===== src/rtl/puzzle_board.sv =====
// puzzle_board: 4x4 sliding-puzzle board held in registers.
//   A load request walks ROM addresses 0..15 and copies the tile codes into
//   the board. It also latches the empty-slot position that the ROM reports.
//   In READY, player moves swap the empty slot with one of its neighbours.
//   The block counts legal moves and flags the solved arrangement.
// Ports:
//   clk, reset            clock; synchronous active-high reset
//   start_load, seed      load request and shuffle selection
//   shuffle_idx, rom_addr ROM lookup (rom_addr[4] is always 0)
//   rom_data, rom_empty   ROM tile code and empty-slot position (combinational)
//   move_valid, move_dir  move request (00 up, 01 down, 10 left, 11 right)
//   rd_addr, rd_data      zero-latency display read port
//   busy, ready           loading / ready-for-moves status
//   empty_pos             current empty-slot position
//   move_done/illegal     one-cycle result pulses
//   move_count, solved    saturating move counter, solved flag
module puzzle_board #(
  parameter int MAX_MOVES = 999,
  parameter int COUNT_W   = 10
) (
  input  logic               clk,
  input  logic               reset,
  input  logic               start_load,
  input  logic [2:0]         seed,
  output logic [2:0]         shuffle_idx,
  output logic [4:0]         rom_addr,
  input  logic [3:0]         rom_data,
  input  logic [3:0]         rom_empty,
  input  logic               move_valid,
  input  logic [1:0]         move_dir,
  input  logic [3:0]         rd_addr,
  output logic [3:0]         rd_data,
  output logic               busy,
  output logic               ready,
  output logic [3:0]         empty_pos,
  output logic               move_done,
  output logic               move_illegal,
  output logic [COUNT_W-1:0] move_count,
  output logic               solved
);

  typedef enum logic [1:0] {IDLE, LOAD, READY} state_t;

  state_t           state;
  logic [3:0]       idx;
  logic [15:0][3:0] board;
  logic             legal;
  logic [3:0]       nbr;
  logic             in_order;

  assign rom_addr = {1'b0, idx};
  assign busy     = (state == LOAD);
  assign ready    = (state == READY);
  // IDLE is reachable only through reset, so the board is all zero there.
  // The gate makes the zero read explicit.
  assign rd_data  = (state == IDLE) ? 4'd0 : board[rd_addr];

  // Edge checks use the row and column fields of the current empty slot.
  always_comb begin
    legal = 1'b0;
    nbr   = empty_pos;
    unique case (move_dir)
      2'b00: begin legal = (empty_pos[3:2] != 2'd0); nbr = empty_pos - 4'd4; end
      2'b01: begin legal = (empty_pos[3:2] != 2'd3); nbr = empty_pos + 4'd4; end
      2'b10: begin legal = (empty_pos[1:0] != 2'd0); nbr = empty_pos - 4'd1; end
      2'b11: begin legal = (empty_pos[1:0] != 2'd3); nbr = empty_pos + 4'd1; end
    endcase
  end

  // Target board is {1,2,...,15,0}. At position 15, i+1 truncates to 4 bits and gives 0.
  always_comb begin
    in_order = 1'b1;
    for (int i = 0; i < 16; i++)
      if (board[i] != 4'(i + 1)) in_order = 1'b0;
  end
  assign solved = in_order & ready;

  always_ff @(posedge clk) begin
    if (reset) begin
      state        <= IDLE;
      idx          <= '0;
      board        <= '0;
      empty_pos    <= '0;
      move_count   <= '0;
      shuffle_idx  <= '0;
      move_done    <= 1'b0;
      move_illegal <= 1'b0;
    end else begin
      move_done    <= 1'b0;
      move_illegal <= 1'b0;
      // A load request takes priority in every state.
      // In LOAD it restarts the walk, and in READY it drops a simultaneous move.
      if (start_load) begin
        shuffle_idx <= seed;
        idx         <= '0;
        state       <= LOAD;
      end else begin
        case (state)
          LOAD: begin
            board[idx] <= rom_data;
            if (idx == 4'd0) empty_pos <= rom_empty;
            idx <= idx + 4'd1;
            if (idx == 4'd15) begin
              state      <= READY;
              move_count <= '0;
            end
          end
          READY: begin
            if (move_valid) begin
              if (legal) begin
                board[empty_pos] <= board[nbr];
                board[nbr]       <= 4'd0;
                empty_pos        <= nbr;
                move_done        <= 1'b1;
                if (move_count != COUNT_W'(MAX_MOVES))
                  move_count <= move_count + 1'b1;
              end else begin
                move_illegal <= 1'b1;
              end
            end
          end
          IDLE:    ;
          default: state <= IDLE;
        endcase
      end
    end
  end

endmodule


===== config.mk =====
export PLATFORM = sky130hd
export DESIGN_NAME = puzzle_board
export DESIGN_NICKNAME = d
export VERILOG_FILES = /design/src/rtl/puzzle_board.sv
export SDC_FILE = /design/constraint.sdc
export NUM_CORES = 1
export LEC_CHECK = 0
export ABC_AREA = 1
export BUFFER_PORTS_ARGS = -buffer_cell sky130_fd_sc_hd__buf_2
export CAP_MARGIN = 20
export CORE_UTILIZATION = 55
export CTS_BUF_LIST = sky130_fd_sc_hd__clkbuf_2 sky130_fd_sc_hd__clkbuf_4 sky130_fd_sc_hd__clkbuf_8
export CTS_CLUSTER_DIAMETER = 200
export DETAILED_ROUTE_END_ITERATION = 10
export PLACE_DENSITY = 0.75
export SYNTH_ARGS = -nofsm -noshare
export SYNTH_HDL_FRONTEND = slang
export SYNTH_SLANG_ARGS = --single-unit

===== constraint.sdc =====
create_clock -name clk -period 2.6 [get_ports clk]
set_clock_uncertainty 0.15 [all_clocks]
set_input_delay 0.39 -clock clk [delete_from_list [all_inputs] [get_ports clk]]
set_output_delay 0.39 -clock clk [all_outputs]
set_load 0.03 [all_outputs]

# Word level (Yosys, flattened, before mapping)
# Index checks and enable logic that the tools add are counted.
# totals
register_bits	89
in_bits	21
# op_classes
n_addsub	6
magnitude_cmp	7
n_eq_ne	31
n_mux	48
bitwise	7
reduce_logical	18
# op_table
cell	n
64-bit bitwise mux	2
64-bit 2-to-1 mux	2
64-bit one-hot mux with 2 select lines	1
64-bit AND	1
64-bit inverter	1
4-bit demux with 4-bit select	3
10-bit 2-to-1 mux	4
4-bit 2-to-1 mux	9
4-bit binary-select mux with 4-bit select	2
4-bit inequality test (second input constant)	8
4-bit by 5-bit less-than comparator with 1-bit output (second input constant)	4
10-bit one-hot mux with 2 select lines	1
1-bit 2-to-1 mux	19
4-bit by 3-bit inequality test with 1-bit output (second input constant)	4
4-bit one-hot mux with 4 select lines	1
4-bit by 1-bit greater-or-equal comparator with 1-bit output (second input constant)	3
10-bit by 1-bit adder with 10-bit output (second input constant)	1
10-bit inequality test (second input constant)	1
2-bit by 1-bit inequality test with 1-bit output (second input constant)	5
4-bit by 1-bit adder with 4-bit output (second input constant)	2
4-bit by 2-bit inequality test with 1-bit output (second input constant)	2
4-bit one-hot mux with 2 select lines	1
2-bit equality test (second input constant)	3
2-bit inequality test (second input constant)	3
other kinds (23)	34

# Longest topological paths before layout
# depth
depth_word	18
ltp_mapped	16
mapped_depth_nobuf	15

# Least setup slack after synthesis
# Ideal clock, no wire load.
# synth_timing
kind	reg2reg
startpoint	reg empty_pos[1]
endpoint	reg board[2] (netlist name)
setup_ns	0.122
t_arrival_ns	2.134
required_time_ns	2.328
slack_ns	0.194
path_stages_with_launch	13
path_buffers	1
period_less_slack_ns	2.406
path_cell_list	dfxtp_1 > fa_1 > nand2_1 > o21ai_4 > nor2_2 > nand2_1 > nand3_1 > nand2_1 > nand3_4 > buf_6 > nand3_1 > nand2_1 > a21oi_2
# synth_between
elab_chain_cells	11
elab_cells_between_ends	28
# synth_lines
element	line_no	source
start, declared	35	output logic [3:0] empty_pos,
start signal, assigned	101	if (idx == 4'd0) empty_pos <= rom_empty;
start signal, assigned	113	empty_pos <= nbr;
4-bit by 1-bit adder with 4-bit output (tied with other cells)	66	2'b11: begin legal = (empty_pos[1:0] != 2'd3); nbr = empty_pos + 4'd1; end
4-bit one-hot mux with 4 select lines	62	unique case (move_dir)
4-bit by 5-bit less-than comparator with 1-bit output (not written as such) or 4-bit by 1-bit greater-or-equal comparator with 1-bit output (tied branches)	112	board[nbr] <= 4'd0;
1-bit logical AND (not written as such)	112	
4-bit 2-to-1 mux (not written as such)	112	
4-bit demux with 4-bit select	112	
64-bit inverter (no line)	n/a	
64-bit AND (no line)	n/a	
64-bit 2-to-1 mux	110	if (legal) begin
64-bit 2-to-1 mux	109	if (move_valid) begin
64-bit one-hot mux with 2 select lines	98	case (state)
end signal, assigned by index	100	board[idx] <= rom_data;
end signal, assigned by index	111	board[empty_pos] <= board[nbr];
end, declared	46	logic [15:0][3:0] board;
# Parallel ways exist; a longest one is shown, timed or not. The select of a mux whose other input is x is not followed.
# A chain may end at the register's enable or synchronous reset.

# Final worst setup path
# layout_timing
startpoint	reg board[17] (netlist name)
endpoint	out solved
# layout_between
elab_chain_cells	14
# layout_lines
element	line_no	source
4-bit by 3-bit inequality test with 1-bit output	74	if (board[i] != 4'(i + 1)) in_order = 1'b0;
1-bit 2-to-1 mux (12 in series)	74	
1-bit AND	76	assign solved = in_order & ready;
end, declared	39	output logic solved
# No other way between the ends.

==> results.toml <==
[timing]
timing.final.crit_share_pct = 96.9
relSlewSlack_pct = 53.8
clock.fmax_ghz = 0.397
rsz0062_at_grt = "false"
period_minus_slack_ns = 2.52
setup_violations = 0
drv_slew = 0
worstMarginPinSlew_ns = 0.689
hold_violations = 0
setup_tns_ns = 0

[status]
status = "finished clean"

[global_route]
first_global_vias = 7752
grt_pass1_wl_um = 40900
grt_max_degree = 72
grt-ovfl-total = 0
antenna_found_initial = 0
grt_usage_pct = 37.5

[yosys]
synthXorXnorAreaFrac_pct = 0.954
muxShareOfSynthArea_pct = 0
async_reset_ff_share_pct = 0
synth_top_family_by_area = "simple AND/OR/NAND/NOR gates"
synth_area_um2 = 7350
synth_compound_area_share_pct = 17.2
synth_cell_types = 35
ys_seq_area_share_pct = 24.2
yosysWarnings = 0
synth_edf_count = 0
avgSynthCellArea_um2 = 5.69
synthAdderAreaFrac_pct = 1.46
synthSimpleGateAreaFrac_pct = 44.8
synth_fp_nets = 1320
postSynthCellCount = 1291
synth_flop_cell = "dfxtp_1"
synth_seq_cells = 89

[hold_path]
hold_path_class = "in2reg"
hp-start = "seed[2]"

[drt]
wirelength_um = 25800
drc_errors = 0
drt_iter0_markers = 1270
top_layer = "met4"
wl_met2_um = 11400
firstDrtPassIters = 8
routed-wl-met3_um = 2930
drtAntennaViolNets = 0
num_vias = 8733
drt-met1-wl_um = 10400
via_per_inst = 5.76
wl_per_cell_um = 17.0

[placed_design]
gp_congestion = 0.990
dp.final_hpwl_um = 18400
io_buffers = 50
place_inst = 1500

[cts]
cts_made_buffers = 9
cts_tree = "yes"
clkTransAtPathRegs_ns = 0.10
cts_max_level = 3
clockBufferDepth = 2
cts-root-buf = "clkbuf_8"
cts_sinks = 89
clkLatencyLatePin_ns = 0.39

[floorplan]
start_util_pct = 57.3
core_um2 = 12800
fp.dieH_um = 118
ioPinCount = 52
die_w_um = 118
die_area_um2 = 13800
num_rows = 41

[final_layout]
num_antenna_cells = 0
n_fill_cell = 1302
layoutNonFillerInstCount = 1516
fin_nets = 1368
final_layout_size_suffix_gt1_share_pct = 12.7
area_growth_pct = 10.7

[pwr]
powerDensity_nw_per_um2 = 434
cellLeakagePower_uw = 0.00363
ir_drop_uv = 283
finalPower_uw = 3530

[setup_path]
end_kind = "output port"
arrival_ns = 1.98
cp.required_ns = 2.06
crit_path_start_kind = "register"
critical_path_class = "reg2out"
cp_max_fo = 3
r2r_start = "empty_pos[0]"
critPathLaunch = "board[17]"

[run]
maxCapViolCount = 0
==> area by class of cell <==
| class | instances | area, um^2 | share of cell area (%) |
|---|---|---|---|
| well taps | 172 | 215 | 2.65 |
| multi-input cells | 1013 | 4750 | 58.4 |
| inverters | 134 | 513 | 6.31 |
| flip-flops and latches | 89 | 1780 | 21.9 |
| clock buffers | 9 | 124 | 1.52 |
| repair buffers | 92 | 653 | 8.03 |
| clock inverters | 7 | 100 | 1.23 |
==> routing by layer <==
metal / up-vias / track usage, %
li1: 4258 / -
met1: 3891 / 49.4
met2: 496 / 58.8
met3: 88 / 7.07
met4: 0 / 18.3
met5: - / 0
==> power breakdown <==
group / internal, uW / total, uW / switching, uW
Clock: 550 / 1140 / 586
Combinational: 282 / 1000 / 719
Sequential: 1380 / 1390 / 16.3
Total: 2210 / 3530 / 1320
==> registers in the layout (all words and copies together), names as in the netlist <==
register,flops
board,64
empty_pos,4
idx,4
move_count,10
move_done,1
move_illegal,1
shuffle_idx,3
state,2
==> worst paths after layout <==
| kind | to | slack (ns) | cells past startpoint |
|---|---|---|---|
| setup / recovery | solved | 0.08 | 6 |
| hold / removal | shuffle_idx[2] | 0.07 | 3 |
| setup reg to reg | board[40] | 0.17 | 11 |
| hold reg to reg | move_count[8] | 0.36 | 2 |
==> through the flow <==
step	hold slack (ns)	cell area, um^2	utilization [%]	worst slack, ns
final	0.0671	8130	63.4	0.0799
after global routing	0.0652	8130	63.4	0.0186
after CTS	0.0567	8130	63.4	0.121
after detailed placement	0.333	7900	61.6	0.0459
after global placement	0.329	7900	61.6	0.0723
after floorplan	0.309	7350	-	0.194
==> repair_timing <==
action | CTS | global route
gates resized for setup | 1 | 1
setup endpoints to repair | 1 | 4
hold buffers | 0 | 0
setup buffers | 0 | 0
==> worst max-delay path: stages, from the launching register on <==
cell	delay [ns]
dfxtp_1	0.36
inv_1	0.11
nand4_1	0.15
nor4_2	0.43
nand4_1	0.14
nor2_1	0.18
buf_2	0.23
==> synth_stat cells, types with 3 or more instances <==
cell type    n  share of area [%]
inv_1      126                6.4
nand2_1    374                 19
nand4_1     18                1.5
xor2_1       4               0.48
xnor2_1      4               0.48
ha_1         7                1.2
buf_2        8               0.54
nand3_4      7                1.7
nand2_4      5               0.77
nand3_1    126                8.6
clkinv_1     3               0.15
nor2_1     179                9.1
nor4_1       5               0.43
o21ai_0     70                4.8
nor3_1       9               0.61
a21oi_1    150                 10
nand2_2     25                2.1
nor2_2       4               0.34
buf_1        4               0.20
o21ai_1      7               0.48
dfxtp_1     89                 24
buf_6       11                1.7
buf_4        4               0.41
clkbuf_1    28                1.4
a21oi_2     10                1.2
==> cells by family after synthesis <==
family                     Yosys count
and+or+nand+nor                    755
AOI/OAI and AO/OA                  241
buffers and inverters              189
DFF                                 89
xor gates and xnor gates             8
adders and majority gates            8
other                                1
==> placed cells by master (no fill, tap or decap), types with 5 or more instances in the layout <==
master	synthesis	routed
nor3_1	9	9
a21oi_2	10	10
nand4_1	18	18
buf_2	8	50
nand3_1	126	126
inv_1	126	126
nand2_1	374	374
buf_12	0	7
ha_1	7	7
a21oi_1	150	150
nand2_4	5	5
dfxtp_1	89	89
nand2_2	25	25
buf_4	4	35
o21ai_1	7	7
nor2_1	179	179
o21ai_0	70	70
clkbuf_8	0	9
nand3_4	7	7
Note: power is estimated with default switching activity, not from simulation.
